`config.mk`:
```
export PLATFORM = sky130hd
export DESIGN_NAME = rgb_stream_unpacker
export DESIGN_NICKNAME = d
export VERILOG_FILES = /design/src/rtl/rgb_pkg.sv /design/src/rtl/rgb_stream_unpacker_pos.sv /design/src/rtl/rgb_stream_unpacker.sv
export SDC_FILE = /design/constraint.sdc
export NUM_CORES = 1
export LEC_CHECK = 0
export CAP_MARGIN = 20
export CORE_ASPECT_RATIO = 0.9
export CORE_MARGIN = 2
export CORE_UTILIZATION = 43
export CTS_CLUSTER_DIAMETER = 30
export CTS_CLUSTER_SIZE = 16
export DETAILED_ROUTE_END_ITERATION = 10
export GPL_TIMING_DRIVEN = 1
export PLACE_DENSITY = 0.65
export SLEW_MARGIN = 0
export SYNTH_ARGS = -nofsm -noshare
export SYNTH_HDL_FRONTEND = slang
export SYNTH_SLANG_ARGS = --single-unit
```
`constraint.sdc`:
```
create_clock -name m_axi_acp_aclk -period 15.8 [get_ports m_axi_acp_aclk]
set_input_delay 4.74 -clock m_axi_acp_aclk [delete_from_list [all_inputs] [get_ports m_axi_acp_aclk]]
set_output_delay 4.74 -clock m_axi_acp_aclk [all_outputs]
set_load 0.005 [all_outputs]
```
`src/rtl/rgb_pkg.sv`:
```
// Shared definitions for the RGB stream gearbox and its position counter.
package rgb_pkg;

   localparam int PIX_W          = 24;
   localparam int WORD_W         = 64;
   localparam int BYTES_PER_WORD = 8;
   localparam int BYTES_PER_PIX  = 3;
   localparam int BUF_BYTES      = 10;
   localparam int BUF_W          = BUF_BYTES * 8;
   localparam int LEVEL_W        = $clog2(BUF_BYTES + 1);

   typedef enum logic {
      IDLE = 1'b0,
      RUN  = 1'b1
   } state_t;

   // Width of an index that ranges over 0..n-1.
   function automatic int idx_w(input int n);
      return (n <= 2) ? 1 : $clog2(n);
   endfunction

   // Width of a counter that ranges over 0..n inclusive.
   function automatic int cnt_w(input int n);
      return (n < 2) ? 1 : $clog2(n + 1);
   endfunction

endpackage

```
`src/rtl/rgb_stream_unpacker_pos.sv`:
```
// Raster position tracker: x/y counters that step on each accepted pixel,
// with first-pixel, end-of-line and last-pixel-of-frame flags.
module rgb_pos_counter
   import rgb_pkg::*;
#(
   parameter int H_RES = 1280,
   parameter int V_RES = 720,
   parameter int X_W   = idx_w(H_RES),
   parameter int Y_W   = idx_w(V_RES)
) (
   input  logic i_clk,
   input  logic i_srst,
   input  logic i_clr,
   input  logic i_adv,
   output logic o_sof,
   output logic o_eol,
   output logic o_last
);

   logic [X_W-1:0] r_x;
   logic [Y_W-1:0] r_y;
   logic           w_x_end;
   logic           w_y_end;

   assign w_x_end = (r_x == X_W'(H_RES - 1));
   assign w_y_end = (r_y == Y_W'(V_RES - 1));

   assign o_sof  = (r_x == '0) && (r_y == '0);
   assign o_eol  = w_x_end;
   assign o_last = w_x_end && w_y_end;

   // Advance along the raster; x wraps into y, y wraps at the frame end.
   always_ff @(posedge i_clk) begin
      if (i_srst || i_clr) begin
         r_x <= '0;
         r_y <= '0;
      end else if (i_adv) begin
         if (w_x_end) begin
            r_x <= '0;
            r_y <= w_y_end ? '0 : r_y + Y_W'(1);
         end else begin
            r_x <= r_x + X_W'(1);
         end
      end
   end

endmodule

```
`src/rtl/rgb_stream_unpacker.sv`:
```
// Gearbox from 64-bit memory words to 24-bit {B,G,R} pixels, one frame
// per start pulse, with exact stop at the frame's last word.
module rgb_stream_unpacker
   import rgb_pkg::*;
#(
   parameter int H_RES = 1280,
   parameter int V_RES = 720
) (
   input  logic                m_axi_acp_aclk,
   input  logic                axi_reset,
   input  logic                start,
   output logic                busy,
   output logic                frame_done,
   input  logic [WORD_W-1:0]   mm2s_data,
   input  logic                mm2s_valid,
   output logic                mm2s_ready,
   output logic [PIX_W-1:0]    pix_data,
   output logic                pix_valid,
   input  logic                pix_ready,
   output logic                pix_sof,
   output logic                pix_eol
);

   localparam int FRAME_WORDS = H_RES * V_RES * BYTES_PER_PIX / BYTES_PER_WORD;
   localparam int WC_W        = cnt_w(FRAME_WORDS);

   state_t               r_state;
   state_t               w_state_next;
   logic [LEVEL_W-1:0]   r_level;
   logic [LEVEL_W-1:0]   w_level_next;
   logic [LEVEL_W-1:0]   w_wr_base;
   logic [BUF_W-1:0]     r_buf;
   logic [BUF_W-1:0]     w_buf_next;
   logic [BUF_W-1:0]     w_shifted;
   logic [WC_W-1:0]      r_words_rx;
   logic                 r_frame_done;

   logic w_run;
   logic w_pix_valid;
   logic w_pop;
   logic w_push;
   logic w_room;
   logic w_mm2s_ready;
   logic w_start_acc;
   logic w_sof;
   logic w_eol;
   logic w_last;

   assign w_run        = (r_state == RUN);
   assign w_pix_valid  = w_run && (r_level >= LEVEL_W'(BYTES_PER_PIX));
   assign w_pop        = w_pix_valid && pix_ready;
   // Room for a full word either now, or once this cycle's pixel leaves.
   assign w_room       = (r_level <= LEVEL_W'(2)) ||
                         ((r_level <= LEVEL_W'(5)) && w_pop);
   assign w_mm2s_ready = w_run && (r_words_rx < WC_W'(FRAME_WORDS)) && w_room;
   assign w_push       = mm2s_valid && w_mm2s_ready;
   assign w_start_acc  = !w_run && start;

   assign w_shifted    = w_pop ? (r_buf >> PIX_W) : r_buf;
   assign w_wr_base    = r_level - (w_pop ? LEVEL_W'(BYTES_PER_PIX) : '0);
   assign w_level_next = w_wr_base + (w_push ? LEVEL_W'(BYTES_PER_WORD) : '0);

   // Each buffer byte takes either the shifted old content or one lane of
   // the incoming word; a negative offset wraps high and never hits.
   for (genvar gi = 0; gi < BUF_BYTES; gi++) begin : g_byte
      logic [LEVEL_W-1:0] w_rel;
      logic               w_hit;
      assign w_rel = LEVEL_W'(gi) - w_wr_base;
      assign w_hit = w_push && (w_rel < LEVEL_W'(BYTES_PER_WORD));
      assign w_buf_next[gi*8 +: 8] = w_hit ? mm2s_data[{w_rel[2:0], 3'b000} +: 8]
                                           : w_shifted[gi*8 +: 8];
   end

   rgb_pos_counter #(
      .H_RES (H_RES),
      .V_RES (V_RES)
   ) u_pos (
      .i_clk  (m_axi_acp_aclk),
      .i_srst (axi_reset),
      .i_clr  (w_start_acc),
      .i_adv  (w_pop),
      .o_sof  (w_sof),
      .o_eol  (w_eol),
      .o_last (w_last)
   );

   // Next-state: arm on start, return to idle when the final pixel leaves.
   always_comb begin
      w_state_next = r_state;
      case (r_state)
         IDLE:    if (start) w_state_next = RUN;
         RUN:     if (w_pop && w_last) w_state_next = IDLE;
         default: w_state_next = IDLE;
      endcase
   end

   // State register.
   always_ff @(posedge m_axi_acp_aclk) begin
      if (axi_reset) r_state <= IDLE;
      else           r_state <= w_state_next;
   end

   // Gearbox buffer, fill level, word count and completion pulse.
   always_ff @(posedge m_axi_acp_aclk) begin
      if (axi_reset) begin
         r_buf        <= '0;
         r_level      <= '0;
         r_words_rx   <= '0;
         r_frame_done <= 1'b0;
      end else begin
         r_buf        <= w_buf_next;
         r_level      <= w_level_next;
         r_frame_done <= w_run && w_pop && w_last;
         if (w_start_acc)
            r_words_rx <= '0;
         else if (w_push)
            r_words_rx <= r_words_rx + WC_W'(1);
      end
   end

   assign busy       = w_run;
   assign frame_done = r_frame_done;
   assign mm2s_ready = w_mm2s_ready;
   assign pix_valid  = w_pix_valid;
   assign pix_data   = r_buf[PIX_W-1:0];
   assign pix_sof    = w_pix_valid && w_sof;
   assign pix_eol    = w_pix_valid && w_eol;

endmodule

```
# Yosys cells after proc, flatten, opt, wreduce, memory -nomap -nowiden
# Index checks and enable logic that the tools add are counted.
# word_totals
ff_bits	126
in_bits	69
output_inout_bits	30
elab_cells	117
# op_classes
n_addsub	15
order_cmp	14
eq_ne	2
shift	10
muxes	18
bitwise_logic	1
reduce_logical	41
# op_table
op	count
64-bit by 7-bit indexed part select with 8-bit output	10
8-bit two-way mux	10
80-bit two-way mux	1
4-bit less-than comparator, second input constant	10
1-bit logical AND	24
2-bit nonzero test	10
19-bit by 1-bit adder with 19-bit output, second input constant	1
19-bit less-than comparator, second input constant	1
3-bit by 4-bit subtractor with 4-bit output, first input constant	4
11-bit by 1-bit adder with 11-bit output, second input constant	1
11-bit == test, second input constant	1
11-bit zero test	1
11-bit two-way mux	1
10-bit by 1-bit adder with 10-bit output, second input constant	1
10-bit == test, second input constant	1
10-bit zero test	1
10-bit two-way mux	1
1-bit by 4-bit subtractor with 4-bit output, first input constant	2
2-bit by 4-bit subtractor with 4-bit output, first input constant	2
4-bit subtractor, first input constant	2
4-bit adder	1
4-bit by 2-bit greater-or-equal comparator with 1-bit output, second input constant	1
4-bit by 2-bit <= comparator with 1-bit output, second input constant	1
4-bit by 3-bit <= comparator with 1-bit output, second input constant	1
other kinds (10)	12

# Depth between registers and ports, before layout
# Gate-level depths: netlist (run 1).
# depth
ltp_word	9
ltp_mapped	17
mapped_depth_nobuf	12

# Hierarchy
# A second synthesis (run 1) with hierarchy kept.
# hier_totals
cells_unflattened	899
area_unflattened_um2	8864.8
# modules_own_cells
mod	n_inst	cells_per_inst	area_per_inst_um2	seq_area_each_um2
rgb_stream_unpacker	1	759	7673.6	2102.0
rgb_pos_counter	1	140	1191.1	420.4

# Worst setup path before layout (run 1)
# OpenSTA, ideal clock, no wires.
# synth_path
path_type	input -> output
from	input pix_ready
to	output mm2s_ready
t_arrival_ns	5.362
required_time_ns	11.060
slack_ns	5.698
cell_stages	3
path_buffers	0
cell_sequence	nor2b_1 > o21ai_1 > and3_1
# synth_via
elab_chain_cells	4
# synth_rtl
item	line_no	source
start: declaration	rgb_stream_unpacker.sv:19	input logic pix_ready,
1-bit logical AND	rgb_stream_unpacker.sv:51	assign w_pop = w_pix_valid && pix_ready;
1-bit logical AND	rgb_stream_unpacker.sv:54	((r_level <= LEVEL_W'(5)) && w_pop);
1-bit logical OR	rgb_stream_unpacker.sv:53	assign w_room = (r_level <= LEVEL_W'(2)) ||
1-bit logical AND	rgb_stream_unpacker.sv:55	assign w_mm2s_ready = w_run && (r_words_rx < WC_W'(FRAME_WORDS)) && w_room;
end: declaration	rgb_stream_unpacker.sv:16	output logic mm2s_ready,
# Every way passes these cells.

# Worst setup path in the final report (run 1)
# Ends and elaborated chain as after synthesis.

==> results of run 1 <==
-- registers in the layout (all words and copies together), names as in the netlist --
register    cells
u_pos.r_x      11
busy            1
frame_done      1
r_level         4
r_buf          80
u_pos.r_y      10
r_words_rx     19
-- logic make-up (layout without fill, tap and decap cells) --
kind of cell | after synthesis | count (layout) | synth area share
flip-flops | 126 | 126 | 0.2892
XOR/XNOR | 28 | 28 | 0.04131
buffers and inverters | 110 | 160 | 0.06612
multiplexers | 153 | 153 | 0.2674
adder cells (fa/ha/maj) | 12 | 12 | 0.01807
AO/OA/AOI/OAI | 173 | 173 | 0.1538
AND/OR/NAND/NOR | 274 | 274 | 0.1642
-- path summary, 6_finish.rpt --
kind,startpoint,to,slack [ps],cells past startpoint
worst max-delay path,pix_ready,mm2s_ready,4560,5
worst min-delay path,r_buf[65],r_buf[65],460,2
worst max register to register,r_level[3],r_buf[6],10680,14
worst min register to register,r_buf[65],r_buf[65],460,2
-- Yosys cell counts (2+ instances only) --
library cell,n,area share
a21o_1,18,0.015
a21oi_1,30,0.017
a221oi_1,34,0.034
a221oi_2,6,0.010
a311oi_1,40,0.040
a31oi_1,11,0.0079
a32o_1,3,0.0034
and2_1,4,0.0029
and3_1,49,0.035
and4_1,3,0.0030
buf_1,6,0.0026
buf_2,23,0.013
buf_4,30,0.026
buf_6,3,0.0039
clkbuf_1,33,0.014
clkinv_1,2,0.00086
dfxtp_1,126,0.29
ha_1,11,0.016
inv_1,11,0.0047
inv_2,2,0.00086
mux2i_1,89,0.10
mux4_2,64,0.17
nand2_1,92,0.040
nand2_2,2,0.0014
nand3_1,16,0.0092
nand4_1,7,0.0050
nor2_1,38,0.016
nor2_4,2,0.0026
nor2b_1,5,0.0036
nor3_1,9,0.0052
nor4_1,6,0.0043
o21ai_0,20,0.011
o21ai_1,2,0.0011
o21bai_1,2,0.0017
o31ai_1,2,0.0017
or2_0,3,0.0022
or2_1,7,0.0050
or2_2,6,0.0043
or3_1,16,0.011
xnor2_1,10,0.010
xnor2_2,3,0.0056
xnor3_1,4,0.010
xnor3_2,2,0.0055
xor2_1,8,0.0080
-- routing by layer --
layer | wire (um) | track usage | vias to the layer above
met3 | 1985 | 0.04281 | 17
met5 | 0 | 0 | -
met1 | 11260 | 0.3487 | 3498
met4 | 236 | 0.05903 | 0
met2 | 9724 | 0.3042 | 310
li1 | - | - | 3427
-- report_power, final --
group	switching (mW)	total, mW	internal (mW)
combinational	0.465	0.859	0.394
clock	0.151	0.424	0.273
sequential	0.0383	0.403	0.365
total	0.655	1.69	1.03
-- per-stage QoR --
stage	power (mW)	hold slack, ps	util	cell area, sq um
finish	1.686	462.0	0.5166	10290
detailed placement	1.259	452.9	0.4823	9610
global route	1.774	476.4	0.5166	10290
CTS	1.683	462.2	0.5145	10250
floorplan	1.061	433.6	-	8723
global placement	1.252	440.7	0.4823	9610
-- critical path: cells and delay by family --
family                 cells  cell delay (ps)
AOI/OAI and AO/OA          1              430
buffers and inverters      2             1020
and+or+nand+nor            2              300
-- cell type report --
| cell class | instances | share of cell area |
|---|---|---|
| Multi-Input combinational cell | 640 | 0.5478 |
| Sequential cell | 126 | 0.2450 |
| Timing Repair Buffer | 113 | 0.1084 |
| Clock buffer | 20 | 0.04437 |
| Tap cell | 255 | 0.03100 |
| Clock inverter | 12 | 0.01787 |
| Inverter | 15 | 0.005470 |
==> impl_metrics.py, run 1 <==
metrics = {
    "layout": {
        "final_common_cell": "dfxtp_1",
        "diodes": 0,
        "register_area_sq_um": 2522,
        "multi_input_area_sq_um": 5639,
        "area_delta_synth_final_pct": 18.00,
        "layout.nets": 994,
        "final_cell_mix": "dfxtp_1, clkdlybuf4s50_1, nand2_1",
        "drive_gt1_frac": 0.1566,
        "instances_no_fill": 1181,
        "n_fill_cell": 1771,
    },
    "power_and_ir_drop": {
        "power.density_nw_per_um2": 163.8,
        "leakage_nw": 3.765,
        "max-vdd-ir-drop_v": 0.00009526,
    },
    "global_routing": {
        "grt_usage": 0.2208,
        "grt_overflow_total": 0,
        "antenna_found_initial": 1,
        "grt_max_degree": 86,
        "grt_pass1_wl_mm": 37.66,
        "grt_pass1_vias": 6714,
    },
    "floorplanning": {
        "die_h_um": 139.1,
        "row_count": 49,
        "start_util": 0.4378,
        "pin_count": 99,
        "fp.dieW_um": 154.1,
        "die_area_sq_um": 21440,
        "coreArea_sq_um": 19930,
    },
    "route": {
        "via_per_inst": 6.141,
        "vias": 7252,
        "ant_nets": 0,
        "dr.pass1.iters": 5,
        "first_iter_violations": 591,
        "wl_mm": 23.21,
        "routedWlPerCell_um": 19.65,
        "drcViolationCount": 0,
    },
    "sta": {
        "fin_setup_tns_ps": 0,
        "rsz0062_at_grt": "no",
        "finalHoldViolCount": 0,
        "finalMaxSlewViolations": 0,
        "setup_ws_ps": 4557,
        "max_slew_margin": 0.2492,
        "clock_skew_ps": 9.286,
        "setup_viol": 0,
        "fmax_mhz": 88.95,
        "post-route-period-util": 0.7116,
        "period_minus_slack_ps": 11240,
        "tightest_slew_ps": 1121,
    },
    "clock_tree": {
        "clk_latency_ps": 430,
        "cts_tree": "yes",
        "cts_root_buffer": "clkbuf_16",
        "htree_levels": 4,
        "clkSinkCount": 126,
        "ctsResizeCount": 0,
        "postCtsHoldBufs": 0,
        "cts_buffer_depth": 2,
        "post_cts_buffers": 0,
        "cts-buffers-inserted": 17,
        "path_clk_slew_ps": 60,
    },
    "critical_path": {
        "max_stage_delay_ps": 520,
        "cp_data_arrival_time_ps": 6500,
        "worstPathRequired_ps": 11060,
        "critPathKind": "input pin to output pin",
        "cpMaxStageDelayCell": "clkdlybuf4s50_1",
        "end_kind": "output pin",
        "path_cells": "clkdlybuf4s50_1 -> nor2b_1 -> o21ai_1 -> and3_1 -> clkdlybuf4s50_1",
        "start_kind": "input pin",
        "cp_max_fo": 6,
        "cpMostUsedCell": "clkdlybuf4s50_1",
    },
    "logic_synthesis": {
        "synthArstFlopShare": 0,
        "yosysWarnings": 0,
        "ys_seq_area_frac": 0.2892,
        "synth.distinct_cells": 60,
        "postSynthRegisterBits": 126,
        "synth_flop_cell": "dfxtp_1",
        "synthesis.instances": 876,
        "syn_avg_cell_area_sq_um": 9.958,
        "netlist_area_sq_um": 8723,
        "synth_fp_nets": 957,
        "synth_edf_count": 0,
    },
    "placed_design": {
        "dp_hpwl_mm": 16.65,
        "portBuffers": 98,
        "pre_cts_slack_ps": 4559,
        "place_congestion": 0.8034,
        "dp_cells": 1147,
    },
    "job": {
        "drv_cap": 0,
    },
    "status": {
        "outcome": "completed",
    },
    "hold_path": {
        "hp-class": "flip-flop to flip-flop",
    },
}
No activity file was read; power rests on OpenSTA's default activity.
==> inputs of run 2 (changes only) <==
Clock period 15.8 ns to 11.3 ns, I/O delays scaled along.
==> run 2 against run 1 <==
  * Combinational power rose by 43%
  * Total power rose by 40%
  * Clock power rose by 33%
  * Design area barely moved
  * Sequential cell count did not move
  * Highest routed layer unchanged
==> impl_metrics.py, run 2 (same netlist as run 1, synthesis figures left out) <==
metrics = {
    "status": {
        "outcome": "completed",
    },
    "sta": {
        "clock_skew_ps": 11.35,
        "tightest_slew_ps": 995.4,
        "period_minus_slack_ps": 8519,
        "max_slew_margin": 0.3364,
        "fin_setup_tns_ps": 0,
        "setup_viol": 0,
        "finalMaxSlewViolations": 0,
        "rsz0062_at_grt": "no",
        "post-route-period-util": 0.7539,
        "finalHoldViolCount": 0,
        "fmax_mhz": 117.4,
    },
    "route": {
        "ant_nets": 0,
        "drcViolationCount": 0,
        "via_per_inst": 6.261,
        "vias": 7401,
        "first_iter_violations": 666,
        "routedWlPerCell_um": 20.23,
        "wl_mm": 23.91,
        "dr.pass1.iters": 5,
    },
    "critical_path": {
        "cp_max_fo": 6,
        "start_kind": "input pin",
        "worstPathRequired_ps": 7910,
        "cp_data_arrival_time_ps": 5130,
        "end_kind": "output pin",
        "critPathKind": "input pin to output pin",
    },
    "clock_tree": {
        "cts-buffers-inserted": 17,
        "clkSinkCount": 126,
        "postCtsHoldBufs": 0,
        "ctsResizeCount": 0,
        "post_cts_buffers": 0,
        "cts_tree": "yes",
        "cts_buffer_depth": 2,
        "path_clk_slew_ps": 60,
        "clk_latency_ps": 430,
        "cts_root_buffer": "clkbuf_16",
        "htree_levels": 4,
    },
    "layout": {
        "top_regs": "r_buf: 80 flops, r_words_rx: 19 flops, u_pos.r_x: 11 flops",
        "final_common_cell": "dfxtp_1",
        "area_delta_synth_final_pct": 18.03,
        "final_cell_mix": "dfxtp_1, clkdlybuf4s50_1, nand2_1",
        "instances_no_fill": 1182,
        "diodes": 0,
        "largest_reg_flops": 80,
        "top_register": "r_buf",
        "layout.nets": 995,
        "final_core_util": 0.5167,
        "drive_gt1_frac": 0.1575,
    },
    "placed_design": {
        "dp_hpwl_mm": 17.14,
        "portBuffers": 98,
        "place_congestion": 0.8033,
        "dp_cells": 1145,
    },
    "global_routing": {
        "grt_usage": 0.2254,
        "grt_max_degree": 90,
        "antenna_found_initial": 0,
        "grt_pass1_vias": 6627,
        "grt_overflow_total": 0,
        "grt_pass1_wl_mm": 37.85,
    },
    "power_and_ir_drop": {
        "power.density_nw_per_um2": 229.5,
        "max-vdd-ir-drop_v": 0.0001581,
        "totalPowerFinal_mw": 2.363,
        "leakage_nw": 3.769,
    },
    "floorplanning": {
        "die_h_um": 139.1,
        "pin_count": 99,
        "die_area_sq_um": 21440,
        "fp.dieW_um": 154.1,
        "coreArea_sq_um": 19930,
        "start_util": 0.4378,
        "row_count": 49,
    },
    "hold_path": {
        "hp-class": "flip-flop to flip-flop",
    },
    "job": {
        "drv_cap": 0,
    },
}
[run 2: cell count changes in the layout (fill, tap and decap cells not counted), sizes merged]
cell,delta
clkinv,+4
buf,+1
inv,-1
clkbuf,-1
bufinv,-1
clkinvlp,-1
[run 2: cell type report]
class                   count  area, sq um
repair buffers            114         1151
fillers                  1784         9629
flip-flops and latches    126         2522
clock buffers              19        442.9
well taps                 255        319.1
multi-input cells         640         5639
clock inverters            13        165.2
inverters                  15        56.30
[run 2: metal layers]
layer	up-vias	GRT usage	wire, um
met5	-	0	0
met4	0	0.05657	245
met3	14	0.03906	1941
met2	326	0.3120	10070
met1	3641	0.3587	11650
li1	3420	-	-
[run 2: power breakdown]
part | switching (mW) | total, mW | internal, mW
Sequential | 0.0554 | 0.565 | 0.510
Clock | 0.211 | 0.563 | 0.353
Combinational | 0.670 | 1.23 | 0.565
Total | 0.936 | 2.36 | 1.43
[run 2: metrics by stage]
step | area [sq um] | hold WS [ps] | setup WS [ps]
floorplan | 8723 | 433.6 | 3898
global placement | 9595 | 440.9 | 2798
detailed placement | 9595 | 447.3 | 2777
CTS | 10200 | 455.8 | 2776
global route | 10300 | 478.9 | 2679
finish | 10300 | 455.1 | 2781
[run 2: worst paths after layout]
path,from,endpoint,slack [ps],cells past startpoint
min,r_buf[64],r_buf[64],460,2
min reg2reg,r_buf[64],r_buf[64],460,2
max,pix_ready,mm2s_ready,2780,5
max reg2reg,r_level[3],r_buf[6],6090,11
[run 2: critical path, cell delays in order]
cell and delay [ps]:
clkdlybuf4s50_1 510, nor2b_1 60, o21ai_1 430, and3_1 240, clkdlybuf4s50_1 500
